$ cat src/rtl/regfile_dumper.sv
// Debug read-out engine: walks register-file read addresses (all, or one selected register),
// captures each read word and streams it to the host over a valid/ready handshake.
module regfile_dumper #(
  parameter int unsigned REGFILE_ADDRESS_WIDTH = 3,
  parameter int unsigned DATA_WIDTH            = 64
) (
  input  logic                             clock,
  input  logic                             reset,
  input  logic                             start,
  input  logic                             single,
  input  logic [REGFILE_ADDRESS_WIDTH-1:0] single_addr,
  output logic [REGFILE_ADDRESS_WIDTH-1:0] rf_raddr,
  input  logic [DATA_WIDTH-1:0]            rf_rdata,
  output logic [DATA_WIDTH-1:0]            dump_data,
  output logic [REGFILE_ADDRESS_WIDTH-1:0] dump_addr,
  output logic                             dump_valid,
  input  logic                             dump_ready,
  output logic                             dump_last,
  output logic                             busy,
  output logic                             done
);

  localparam int unsigned AW = REGFILE_ADDRESS_WIDTH;

  typedef enum logic [1:0] {StIdle, StRead, StSend, StDone} state_e;

  state_e                state_q, state_d;
  logic [AW-1:0]         cnt_q, cnt_d;
  logic [AW-1:0]         end_q, end_d;
  logic [AW-1:0]         raddr_q, raddr_d;
  logic [DATA_WIDTH-1:0] data_q, data_d;
  logic [AW-1:0]         addr_q, addr_d;
  logic                  last_q, last_d;

  logic [AW-1:0]         load_addr;
  logic [AW-1:0]         load_end;
  logic [AW-1:0]         cnt_inc;

  assign load_addr = single ? single_addr : '0;
  assign load_end  = single ? single_addr : '1;
  // Terminal detection uses end_q, so the increment never needs to wrap.
  assign cnt_inc   = cnt_q + 1'b1;

  always_comb begin
    state_d = state_q;
    cnt_d   = cnt_q;
    end_d   = end_q;
    raddr_d = raddr_q;
    data_d  = data_q;
    addr_d  = addr_q;
    last_d  = last_q;
    unique case (state_q)
      StIdle: begin
        if (start) begin
          cnt_d   = load_addr;
          end_d   = load_end;
          raddr_d = load_addr;
          state_d = StRead;
        end
      end
      StRead: begin
        data_d  = rf_rdata;
        addr_d  = cnt_q;
        last_d  = (cnt_q == end_q);
        state_d = StSend;
      end
      StSend: begin
        if (dump_ready) begin
          if (last_q) begin
            state_d = StDone;
          end else begin
            cnt_d   = cnt_inc;
            raddr_d = cnt_inc;
            state_d = StRead;
          end
        end
      end
      StDone: begin
        state_d = StIdle;
      end
      default: begin
        state_d = StIdle;
      end
    endcase
  end

  always_ff @(posedge clock) begin
    if (reset) begin
      state_q <= StIdle;
      cnt_q   <= '0;
      end_q   <= '0;
      raddr_q <= '0;
      data_q  <= '0;
      addr_q  <= '0;
      last_q  <= 1'b0;
    end else begin
      state_q <= state_d;
      cnt_q   <= cnt_d;
      end_q   <= end_d;
      raddr_q <= raddr_d;
      data_q  <= data_d;
      addr_q  <= addr_d;
      last_q  <= last_d;
    end
  end

  assign rf_raddr   = raddr_q;
  assign dump_data  = data_q;
  assign dump_addr  = addr_q;
  assign dump_last  = last_q;
  assign dump_valid = (state_q == StSend);
  assign busy       = (state_q != StIdle);
  assign done       = (state_q == StDone);

endmodule

$ cat config.mk
export PLATFORM = sky130hd
export DESIGN_NAME = regfile_dumper
export DESIGN_NICKNAME = d
export VERILOG_FILES = /design/src/rtl/regfile_dumper.sv
export SDC_FILE = /design/constraint.sdc
export NUM_CORES = 1
export LEC_CHECK = 0
export BUFFER_PORTS_ARGS = -buffer_cell sky130_fd_sc_hd__buf_2
export CAP_MARGIN = 20
export CORE_MARGIN = 1
export CORE_UTILIZATION = 40
export CTS_BUF_LIST = sky130_fd_sc_hd__clkbuf_2
export DETAILED_ROUTE_END_ITERATION = 10
export PLACE_DENSITY = 0.72
export REMOVE_ABC_BUFFERS = 1
export SLEW_MARGIN = 25
export SYNTH_ARGS = -nofsm -noshare
export SYNTH_HDL_FRONTEND = slang
export SYNTH_SLANG_ARGS = --single-unit
export TNS_END_PERCENT = 5
$ cat constraint.sdc
create_clock -name clock -period 1.5 [get_ports clock]
set_input_delay 0.075 -clock clock [delete_from_list [all_inputs] [get_ports clock]]
set_output_delay 0.075 -clock clock [all_outputs]
set_load 0.005 [all_outputs]
# == Yosys cells after proc, flatten, opt, wreduce, memory -nomap -nowiden ==
# Cells that the tools add are included.
# totals
ff_bits,76
# op_classes
add_sub_neg,1
n_reduce_logical,6
eq_ne,7
n_mux,10
# ops
operator,count
2-to-1 mux 3 bit,5
case mux 2 bit (4 select lines),1
2-to-1 mux 2 bit,3
case mux 3 bit (2 select lines),1
"== test 2 bit, second input constant",2
"inequality test 2 bit, second input constant",2
AND reduction 2 bit,2
AND reduction 4 bit,1
nonzero test 2 bit,2
"adder 3 x 1 -> 3 bit, second input constant",1
== test 3 bit,1
"== test 2 x 1 -> 1 bit, second input constant",1
logical NOT 2 bit,1
"inequality test 2 x 1 -> 1 bit, second input constant",1

# == Logic depth before layout (Yosys ltp) ==
# logic_depth
depth_word,4
ltp_mapped,7

# == Worst setup path before layout ==
# OpenSTA, ideal clock, no wires.
# synth_timing
path_type,reg-to-reg
from,reg state_q[1]
to,reg data_q[25] (netlist: dump_data[25])
stages_incl_launch_ff,8
arrival_ns,1.064
synth_period_minus_slack_ns,1.196
required_time_ns,1.368
path_slack_ns,0.304
n_path_buf,4
cell_sequence,dfxtp_1 buf_4 nand2b_1 buf_4 buf_6 buf_6 nand2_1 a21oi_1
# synth_via
elab_chain_len,1
# synth_lines
element,line_no,rtl
from (decl),27,"state_e state_q, state_d;"
from (signal assigned),89,state_q <= StIdle;
from (signal assigned),97,state_q <= state_d;
== test 2 x 1 -> 1 bit,52,unique case (state_q)
to (signal assigned),101,data_q <= data_d;
to (decl),31,"logic [DATA_WIDTH-1:0] data_q, data_d;"
# Every way passes these cells.
# A chain may end at the register's enable or synchronous reset.

# == Worst setup path after layout ==
# layout_timing
from,reg state_q[1]
to,out busy
# layout_via
elab_chain_len,1
# layout_lines
element,line_no,rtl
nonzero test 2 bit,112,assign busy = (state_q != StIdle);
to (decl),19,"output logic busy,"
# Every way passes these cells.

==> impl_metrics.toml <==
[floorplanning]
start_util_pct = 41.6
io_pins = 146
die_h_um = 86.2
die_w_um = 86.2
core-area_um2 = 6830
rows = 30
dieArea_um2 = 7440

[layout]
mostFrequentLayoutCell = "buf_2"
fin_nets = 632
drive_gt1_share_pct = 32.5
area_delta_synth_final_pct = 57.5
layout_common_cells = "145 x buf_2, 137 x nand2_1, 74 x dfxtp_1"
n_fill_cell = 587
diodes = 0
instances_no_fill = 659
postLayoutCellArea_um2 = 4470

[drt]
drt_iter0_drc = 101
drt-vias-per-instance = 4.67
wl_um = 8180
postRouteAntennaNets = 0
vias = 3076
routedWlPerCell_um = 12.4
drt_first_pass_iters = 4
drc = 0

[synth]
synthAdderAreaFrac_pct = 0.441
seq_area_frac_synth_pct = 53.6
synthSimpleGateAreaFrac_pct = 22.7
avgSynthCellArea_um2 = 8.16
ys_seq_elements = 76
synth_warnings = 0
synth_top_family_by_area = "simple AND/OR/NAND/NOR gates"
synth-compound-area-share_pct = 15.1
synthXorXnorAreaFrac_pct = 0.926
synth_area_um2 = 2840
syn_inst = 348
synth_cell_types = 32
synth_mux_area_share_pct = 0.749

[timing]
grt_setup_unrepaired = "no"
timing.fmax_mhz = 723
drv_slew = 0
slew-limit-headroom_pct = 62.9
worst_pin_slew_ps = 557
fin_skew_ps = 14.4
finalSetupViolCount = 0
hold_violations = 0
finalWorstSetupSlack_ps = 117
period_minus_slack_ps = 1380
period_share_pct = 92.2

[clock_network]
tritoncts = "yes"
cts_buffers = 9
htree_levels = 3
path_clk_slew_ps = 190
clockBufferDepth = 2
cts.sinks = 76
root_buffer = "clkbuf_2"
clk_latency_ps = 460

[run]
maxCapViolCount = 0

[placement]
place_congestion = 0.809
place_area_um2 = 3670
numPortBuffers = 145
pre_cts_slack_ps = 203
hpwl_um = 4690
dp.cells = 572

[grt]
grt_start_max_net_pins = 38
track_usage_pct = 22.3
grt_antenna_before_repair = 0
grt_pass1_vias = 2892
grt_overflow = 0
grt_pass1_wl_um = 13000

[worst_setup_path]
arrival_ps = 1310
worst-setup-path-type = "reg2out"
crit_path_max_incr_delay_ps = 420
cp-end-kind = "output pin"
start_kind = "register"
path_cells = "or2_2, buf_2"
crit_fanout = 11
crit_required_ps = 1420
crit_slowest_cell = "dfxtp_4"
critPathTopFamily = "flip-flops"
critical_path_buf_inv_count = 1

[pwr]
p_total_mw = 3.83
leakage_nw = 2.05
ir_drop_mv = 0.476
power_density_nw_per_um2 = 856

[status]
status = "finished clean"

[hold_path]
hp-class = "in2reg"
## cells in the mapped netlist, drive strengths merged
| master | number | area share, % |
|---|---|---|
| a21oi | 69 | 12 |
| mux2 | 1 | 0.40 |
| nand3 | 1 | 0.18 |
| and4bb | 2 | 1.0 |
| dfxtp | 76 | 54 |
| nand4 | 1 | 0.22 |
| or2 | 2 | 0.53 |
| ha | 1 | 0.44 |
| o32ai | 1 | 0.31 |
| and2b | 1 | 0.26 |
| buf | 19 | 4.8 |
| nor2 | 4 | 0.53 |
| clkbuf | 7 | 0.93 |
| a311oi | 4 | 1.5 |
| inv | 6 | 0.79 |
| nor3b | 1 | 0.44 |
| mux2i | 1 | 0.35 |
| xnor2 | 3 | 0.93 |
| nand2b | 3 | 0.66 |
| o21ai | 1 | 0.18 |
| nor3 | 3 | 0.53 |
| a211oi | 1 | 0.44 |
| and2 | 1 | 0.26 |
| nand2 | 137 | 18 |
| a2bb2oi | 1 | 0.31 |
| a31oi | 1 | 0.22 |
## layer usage
layer / vias up / GRT usage, % / part of all wire, %
li1: 1554 / - / -
met1: 1401 / 24.9 / 42
met2: 109 / 40.8 / 51
met4: 0 / 7.12 / 1.4
met5: - / 0 / 0
met3: 12 / 6.29 / 5.8
## logic make-up after synthesis
group | count (synthesis)
compound gates | 78
xor+xnor | 3
fa+ha+maj | 1
buf+inv | 32
flops | 76
mux | 2
simple gates | 156
## where the power goes
group,total (mW),switching [mW],internal [mW]
Sequential,2.20,0.0666,2.14
Clock,0.859,0.635,0.224
Combinational,0.767,0.344,0.422
## stage by stage
stage | setup TNS (ps) | hold slack [ps] | utilization [%]
global placement | 0 | 314 | 53.7
global route | 0 | 38.6 | 65.4
floorplan | -40270 | 140 | -
finish | 0 | 86.7 | 65.4
detailed placement | 0 | 321 | 53.7
CTS | 0 | 24.4 | 65.3
## timing repair
action	4_1_cts	5_1_grt
hold buffers	71	0
setup buffers	0	1
resized for setup	2	2
endpoints found under the hold margin	72	0
setup endpoints to repair	2	2
## final timing paths
path	start	depth (start not counted)	to	slack (ps)
setup / recovery	state_q[1]	2	busy	120
hold / removal	reset	2	dump_data[30]	90
setup reg to reg	state_q[1]	3	state_q[0]	150
hold reg to reg	dump_data[35]	2	dump_data[35]	460
## registers in the layout, indices dropped and copies added, names as in the netlist
| name | count |
|---|---|
| state_q | 2 |
| rf_raddr | 3 |
| dump_data | 64 |
| dump_addr | 3 |
| end_q | 3 |
| dump_last | 1 |
## layout make-up
class | count | area [um^2] | share of cell area, %
clock buffers | 12 | 60.1 | 1.34
clock inverters | 3 | 15.0 | 0.336
inverters | 6 | 22.5 | 0.504
multi-input cells | 240 | 1140 | 25.4
flip-flops and latches | 76 | 1530 | 34.2
well taps | 96 | 120 | 2.69
repair buffers | 226 | 1590 | 35.5
(Power assumes the default switching activity.)
